**src/rtl/uart_rx_ctrl_if.sv**
```systemverilog
// Signal bundle between the UART receive controller and its surroundings
// (line, host configuration, receiver byte path, FIFO consumer).
interface uart_rx_ctrl_if;
  logic       RX_IN;
  logic       CFG_WR;
  logic       CFG_PAR_EN;
  logic       CFG_PAR_TYP;
  logic [4:0] CFG_PRESCALE;
  logic       PAR_EN;
  logic       PAR_TYP;
  logic [4:0] prescale;
  logic [7:0] P_DATA;
  logic       data_valid;
  logic       RD_EN;
  logic [7:0] RD_DATA;
  logic       EMPTY;
  logic       FULL;
  logic [4:0] COUNT;
  logic       OVERRUN;
  logic       CLR_OVR;
  logic       CFG_PENDING;
  logic       CFG_ERR;
  logic       QUIET;

  modport slave (
    input  RX_IN, CFG_WR, CFG_PAR_EN, CFG_PAR_TYP, CFG_PRESCALE,
           P_DATA, data_valid, RD_EN, CLR_OVR,
    output PAR_EN, PAR_TYP, prescale, RD_DATA, EMPTY, FULL, COUNT,
           OVERRUN, CFG_PENDING, CFG_ERR, QUIET
  );

  modport master (
    output RX_IN, CFG_WR, CFG_PAR_EN, CFG_PAR_TYP, CFG_PRESCALE,
           P_DATA, data_valid, RD_EN, CLR_OVR,
    input  PAR_EN, PAR_TYP, prescale, RD_DATA, EMPTY, FULL, COUNT,
           OVERRUN, CFG_PENDING, CFG_ERR, QUIET
  );
endinterface

```
**src/rtl/uart_rx_ctrl.sv**
```systemverilog
// UART receive control: line-quiet detector gating configuration updates,
// plus a first-word-fall-through byte FIFO with sticky overrun.
module uart_rx_ctrl #(
  parameter int DEPTH        = 4,
  parameter int IDLE_BITS    = 2,
  parameter int DEF_PRESCALE = 8,
  parameter bit DEF_PAR_EN   = 1'b1
) (
  input logic           CLK,
  input logic           RST,
  uart_rx_ctrl_if.slave bus
);
  localparam int         AW      = $clog2(DEPTH);
  localparam logic [3:0] IB      = 4'(IDLE_BITS);
  localparam logic [4:0] DEF_PS  = 5'(DEF_PRESCALE);
  localparam logic [4:0] DEPTH_C = 5'(DEPTH);

  typedef enum logic {ACTIVE, QUIET} line_e;

  line_e      state, state_nxt;
  logic [4:0] edge_cnt;
  logic [3:0] bit_cnt;
  logic       bit_wrap;

  assign bit_wrap = (edge_cnt == bus.prescale - 5'd1);

  always_ff @(posedge CLK) begin
    if (RST) state <= ACTIVE;
    else     state <= state_nxt;
  end

  always_comb begin
    state_nxt = state;
    if (!bus.RX_IN)                            state_nxt = ACTIVE;
    else if (state == ACTIVE && bit_cnt == IB) state_nxt = QUIET;
  end

  always_comb bus.QUIET = (state == QUIET);

  // Counters only run while qualifying a high stretch; QUIET holds them at 0
  // so any config applied there restarts timing from a clean count.
  always_ff @(posedge CLK) begin
    if (RST || !bus.RX_IN || state == QUIET || state_nxt == QUIET) begin
      edge_cnt <= '0;
      bit_cnt  <= '0;
    end else if (bit_wrap) begin
      edge_cnt <= '0;
      bit_cnt  <= (bit_cnt == IB) ? bit_cnt : bit_cnt + 4'd1;
    end else begin
      edge_cnt <= edge_cnt + 5'd1;
    end
  end

  logic       cfg_ok;
  logic       sh_par_en, sh_par_typ;
  logic [4:0] sh_prescale;

  assign cfg_ok = bus.CFG_WR && (bus.CFG_PRESCALE >= 5'd4);

  always_ff @(posedge CLK) begin
    if (RST) begin
      bus.PAR_EN      <= DEF_PAR_EN;
      bus.PAR_TYP     <= 1'b0;
      bus.prescale    <= DEF_PS;
      sh_par_en       <= DEF_PAR_EN;
      sh_par_typ      <= 1'b0;
      sh_prescale     <= DEF_PS;
      bus.CFG_PENDING <= 1'b0;
      bus.CFG_ERR     <= 1'b0;
    end else begin
      bus.CFG_ERR <= bus.CFG_WR && !cfg_ok;
      if (state == QUIET && cfg_ok) begin
        bus.PAR_EN      <= bus.CFG_PAR_EN;
        bus.PAR_TYP     <= bus.CFG_PAR_TYP;
        bus.prescale    <= bus.CFG_PRESCALE;
        bus.CFG_PENDING <= 1'b0;
      end else if (state == QUIET && bus.CFG_PENDING) begin
        bus.PAR_EN      <= sh_par_en;
        bus.PAR_TYP     <= sh_par_typ;
        bus.prescale    <= sh_prescale;
        bus.CFG_PENDING <= 1'b0;
      end else if (cfg_ok) begin
        sh_par_en       <= bus.CFG_PAR_EN;
        sh_par_typ      <= bus.CFG_PAR_TYP;
        sh_prescale     <= bus.CFG_PRESCALE;
        bus.CFG_PENDING <= 1'b1;
      end
    end
  end

  logic [7:0]    mem [DEPTH];
  logic [AW-1:0] wr_ptr, rd_ptr;
  logic [7:0]    last_rd;
  logic          do_rd, do_wr, drop;
  logic [4:0]    count_nxt;

  // A full FIFO accepts a push when the same cycle pops, so no byte is lost.
  assign do_rd     = bus.RD_EN && !bus.EMPTY;
  assign do_wr     = bus.data_valid && (!bus.FULL || do_rd);
  assign drop      = bus.data_valid && bus.FULL && !do_rd;
  assign count_nxt = bus.COUNT + {4'd0, do_wr} - {4'd0, do_rd};

  always_ff @(posedge CLK) begin
    if (do_wr) mem[wr_ptr] <= bus.P_DATA;
  end

  always_ff @(posedge CLK) begin
    if (RST) begin
      wr_ptr      <= '0;
      rd_ptr      <= '0;
      last_rd     <= '0;
      bus.COUNT   <= '0;
      bus.EMPTY   <= 1'b1;
      bus.FULL    <= 1'b0;
      bus.OVERRUN <= 1'b0;
    end else begin
      if (do_wr) wr_ptr <= wr_ptr + AW'(1);
      if (do_rd) begin
        rd_ptr  <= rd_ptr + AW'(1);
        last_rd <= mem[rd_ptr];
      end
      bus.COUNT <= count_nxt;
      bus.EMPTY <= (count_nxt == 5'd0);
      bus.FULL  <= (count_nxt == DEPTH_C);
      if (drop)             bus.OVERRUN <= 1'b1;
      else if (bus.CLR_OVR) bus.OVERRUN <= 1'b0;
    end
  end

  // Stale storage must not leak out once drained; show the last popped byte.
  assign bus.RD_DATA = bus.EMPTY ? last_rd : mem[rd_ptr];
endmodule

```
**src/flat_wrapper.sv**
```systemverilog
// flat-port wrapper written by rule: the top's interface ports become plain ports
module uart_rx_ctrl_flat 
#(
  parameter int DEPTH        = 4,
  parameter int IDLE_BITS    = 2,
  parameter int DEF_PRESCALE = 8,
  parameter bit DEF_PAR_EN   = 1'b1
)
  (CLK, RST, bus_RX_IN, bus_CFG_WR, bus_CFG_PAR_EN, bus_CFG_PAR_TYP, bus_CFG_PRESCALE, bus_P_DATA, bus_data_valid, bus_RD_EN, bus_CLR_OVR, bus_PAR_EN, bus_PAR_TYP, bus_prescale, bus_RD_DATA, bus_EMPTY, bus_FULL, bus_COUNT, bus_OVERRUN, bus_CFG_PENDING, bus_CFG_ERR, bus_QUIET);
  uart_rx_ctrl_if bus_i ();
  input logic CLK;
  input logic RST;
  input wire logic [$bits(bus_i.RX_IN)-1:0] bus_RX_IN;
  input wire logic [$bits(bus_i.CFG_WR)-1:0] bus_CFG_WR;
  input wire logic [$bits(bus_i.CFG_PAR_EN)-1:0] bus_CFG_PAR_EN;
  input wire logic [$bits(bus_i.CFG_PAR_TYP)-1:0] bus_CFG_PAR_TYP;
  input wire logic [$bits(bus_i.CFG_PRESCALE)-1:0] bus_CFG_PRESCALE;
  input wire logic [$bits(bus_i.P_DATA)-1:0] bus_P_DATA;
  input wire logic [$bits(bus_i.data_valid)-1:0] bus_data_valid;
  input wire logic [$bits(bus_i.RD_EN)-1:0] bus_RD_EN;
  input wire logic [$bits(bus_i.CLR_OVR)-1:0] bus_CLR_OVR;
  output wire logic [$bits(bus_i.PAR_EN)-1:0] bus_PAR_EN;
  output wire logic [$bits(bus_i.PAR_TYP)-1:0] bus_PAR_TYP;
  output wire logic [$bits(bus_i.prescale)-1:0] bus_prescale;
  output wire logic [$bits(bus_i.RD_DATA)-1:0] bus_RD_DATA;
  output wire logic [$bits(bus_i.EMPTY)-1:0] bus_EMPTY;
  output wire logic [$bits(bus_i.FULL)-1:0] bus_FULL;
  output wire logic [$bits(bus_i.COUNT)-1:0] bus_COUNT;
  output wire logic [$bits(bus_i.OVERRUN)-1:0] bus_OVERRUN;
  output wire logic [$bits(bus_i.CFG_PENDING)-1:0] bus_CFG_PENDING;
  output wire logic [$bits(bus_i.CFG_ERR)-1:0] bus_CFG_ERR;
  output wire logic [$bits(bus_i.QUIET)-1:0] bus_QUIET;
  assign bus_i.RX_IN = bus_RX_IN;
  assign bus_i.CFG_WR = bus_CFG_WR;
  assign bus_i.CFG_PAR_EN = bus_CFG_PAR_EN;
  assign bus_i.CFG_PAR_TYP = bus_CFG_PAR_TYP;
  assign bus_i.CFG_PRESCALE = bus_CFG_PRESCALE;
  assign bus_i.P_DATA = bus_P_DATA;
  assign bus_i.data_valid = bus_data_valid;
  assign bus_i.RD_EN = bus_RD_EN;
  assign bus_i.CLR_OVR = bus_CLR_OVR;
  assign bus_PAR_EN = bus_i.PAR_EN;
  assign bus_PAR_TYP = bus_i.PAR_TYP;
  assign bus_prescale = bus_i.prescale;
  assign bus_RD_DATA = bus_i.RD_DATA;
  assign bus_EMPTY = bus_i.EMPTY;
  assign bus_FULL = bus_i.FULL;
  assign bus_COUNT = bus_i.COUNT;
  assign bus_OVERRUN = bus_i.OVERRUN;
  assign bus_CFG_PENDING = bus_i.CFG_PENDING;
  assign bus_CFG_ERR = bus_i.CFG_ERR;
  assign bus_QUIET = bus_i.QUIET;
  uart_rx_ctrl #(.DEPTH(DEPTH), .IDLE_BITS(IDLE_BITS), .DEF_PRESCALE(DEF_PRESCALE), .DEF_PAR_EN(DEF_PAR_EN)) u_core (.CLK(CLK), .RST(RST), .bus(bus_i));
endmodule
```
**config.mk**
```make
export PLATFORM = sky130hd
export DESIGN_NAME = uart_rx_ctrl_flat
export DESIGN_NICKNAME = d
export VERILOG_FILES = /design/src/rtl/uart_rx_ctrl_if.sv /design/src/rtl/uart_rx_ctrl.sv /design/src/flat_wrapper.sv
export SDC_FILE = /design/constraint.sdc
export NUM_CORES = 1
export LEC_CHECK = 0
export ABC_CLOCK_PERIOD_IN_PS = 3300
export CAP_MARGIN = 0
export CORE_UTILIZATION = 48
export DETAILED_ROUTE_END_ITERATION = 10
export PLACE_DENSITY = 0.75
export SKIP_LAST_GASP = 1
export SLEW_MARGIN = 0
export SYNTH_ARGS = -nofsm -noshare
export SYNTH_HDL_FRONTEND = slang
export SYNTH_SLANG_ARGS = --single-unit
```
**constraint.sdc**
```tcl
create_clock -name CLK -period 3.3 [get_ports CLK]
set_input_delay 0.66 -clock CLK [delete_from_list [all_inputs] [get_ports CLK]]
set_output_delay 0.66 -clock CLK [all_outputs]
set_load 0.03 [all_outputs]
```
==> out/results.ini <==
[outcome]
status=completed

[grt]
antenna_found_initial=0
grt_pass1_vias=2172
track_usage_pct=18.0
overflow=0
grt_pass1_wl_um=10100
grt_max_degree=25

[critical_path]
worstReg2RegEnd=u_core.bus.EMPTY
critPathLaunchType=register
r2r_start=u_core.bus.EMPTY
r2r_cells=10
critical_path_class=reg2out
crit_path_end_kind=primary output
rrSetupSlack_ns=0.74
crit_fanout=8
cp_data_required_time_ns=2.64
worst-endpoint-arrival_ns=2.32

[logic_synthesis]
syn_inst=300
synth_edf_count=32
syn_area_per_cell_um2=11.4
synth_flop_cell=dfxtp_1
synth-seq-area-share_pct=56.2
syn-num-nets=335
ys_types=45
synth.most_common_cell=dfxtp_1
synth_area_mm2=0.00342
synthTopCellsByArea=dfxtp_1 (28%), edfxtp_1 (28%), mux4_2 (5.3%)
yosys_register_bits=80
synth_top_area_share_pct=28.1
ys_top_cells_by_count=dfxtp_1 (48), edfxtp_1 (32), nand2_1 (32)
synth_warnings=0
synthArstFlopShare_pct=0
yosys.area.top_type=dfxtp_1

[power]
totalPowerFinal_mw=2.72
ir_drop_mv=0.365
power_leakage_nw=1.49
powerDensity_mw_per_mm2=650

[drt]
wl_met1_um=2800
vias=2328
firstDrtPassIters=4
via_per_inst=5.15
drc_errors=0
drtIter0Drc=59
drtAntennaViolNets=0
dr_wl_met3_um=201
postRouteWirelength_um=6280
avgRoutedWirePerCell_um=13.9
routed-wl-met2_um=3200
top_layer_used=met4

[min_path]
hold_depth=2
holdPathEnd=u_core.last_rd[6]
hp-class=reg2reg
hp-start=u_core.last_rd[6]

[floorplanning]
rows=30
die_y_um=86.4
start_util_pct=50.1
ios=48
die_width_um=86.4
coreArea_mm2=0.00683
die_area_mm2=0.00747

[sta]
finalHoldViolCount=0
fin_worst_skew_ns=0.00708
tightest_slew_ns=0.559
setup_violations=0
finalCritPeriodShare_pct=90.2
whs_ns=0.460
setup_slack_ns=0.324
finalSetupTns_ns=0
slew_headroom_pct=62.6
max_clock_freq_mhz=336
rsz0062_at_grt=false
period_needed_ns=2.98
finalMaxSlewViolations=0

[placement]
dp_hpwl_um=4670
gp_congestion=0.824
dpl_worst_slack_ns=0.351
dp.cells=436
portBuffers=47

[clocking]
postCtsSetupBuffers=0
clk_latency_ns=0.34
ctsResizeCount=0
ctsHoldBuffers=0
numCtsBuffers=9
clk_pin_slew_ns=0.08
cts_tree=built
cts_root_buf=clkbuf_8
htree_num_levels=3
cts_sinks=80
cts_max_path_buffers=2

[cells_and_area]
fin_cells=452
area_growth_pct=22.2
layout-drive-gt1-share_pct=12.1
diodes=0
fin_nets=386

[job]
maxCapViolCount=0

==> worst max path at each step <==
stage / to / slack [ns]
4_1_cts: bus_RD_DATA[0] / 0.29
2_1_floorplan: u_core.bus.EMPTY / 0.54
5_1_grt: bus_RD_DATA[0] / 0.24
3_5_place_dp: u_core.bus.EMPTY / 0.35
3_3_place_gp: u_core.bus.EMPTY / 0.43
6_report: bus_RD_DATA[0] / 0.32
==> through the flow <==
step                      instance area (um2)  util [%]
after floorplan                          3420         -
after global placement                   4000      58.6
after detailed placement                 4000      58.6
after CTS                                4180      61.2
after global routing                     4180      61.2
final                                    4180      61.2
==> placed cells by master (no fill, tap or decap), drive strengths merged, types with 9 or more instances in the layout <==
cell type / netlist / layout
a21oi: 18 / 18
dfxtp: 48 / 48
edfxtp: 32 / 32
clkdlybuf4s50: 0 / 47
clkbuf: 11 / 9
ha: 12 / 12
o21ai: 16 / 16
nor2: 23 / 23
nand2: 32 / 32
xnor2: 9 / 9
inv: 13 / 16
==> state kept, by name, indices dropped and copies added, names as in the netlist, 2 cells and up, named ones only <==
| signal | count |
|---|---|
| u_core.bit_cnt | 4 |
| u_core.bus.COUNT | 5 |
| u_core.bus.prescale | 5 |
| u_core.edge_cnt | 5 |
| u_core.last_rd | 8 |
| u_core.mem | 32 |
| u_core.rd_ptr | 2 |
| u_core.sh_prescale | 5 |
| u_core.wr_ptr | 2 |
==> worst max-delay path, cell delays in order, from the launching register on <==
cell and delay, ns:
dfxtp_1 0.32, buf_4 0.20, mux4_2 0.55, mux2_2 0.30
clkdlybuf4s50_1 0.60
==> power breakdown <==
part           internal, mW  leakage, nW  total, mW  switching [mW]
clock network         0.280       0.0828      0.643           0.363
registers              1.14        0.686       1.21          0.0782
logic                 0.402        0.721      0.861           0.459
total                  1.82         1.49       2.72           0.900
==> layout make-up <==
cell class,count,area (um2)
clock buffer,9,124
clock inverter,7,55.1
fill,588,2650
inverter,13,48.8
multi-input combinational,193,1390
sequential,80,1920
tap,96,120
timing repair buffer,54,523
==> logic make-up (layout without fill, tap and decap cells) <==
logic type / after synthesis / after routing / share of synthesized area [%]
AO/OA/AOI/OAI: 54 / 54 / 10.4
buffers and inverters: 27 / 83 / 3.22
XOR/XNOR: 15 / 15 / 3.84
AND/OR/NAND/NOR: 95 / 95 / 13.5
multiplexers: 16 / 16 / 7.90
flip-flops: 80 / 80 / 56.2
adder cells (fa/ha/maj): 13 / 13 / 4.98
==> routing by layer <==
layer	vias to the layer above	track usage, %
li1	1169	-
met1	1107	21.9
met2	46	30.9
met3	6	3.81
met4	0	7.73
met5	-	0
No activity file was read; power rests on OpenSTA's default activity.
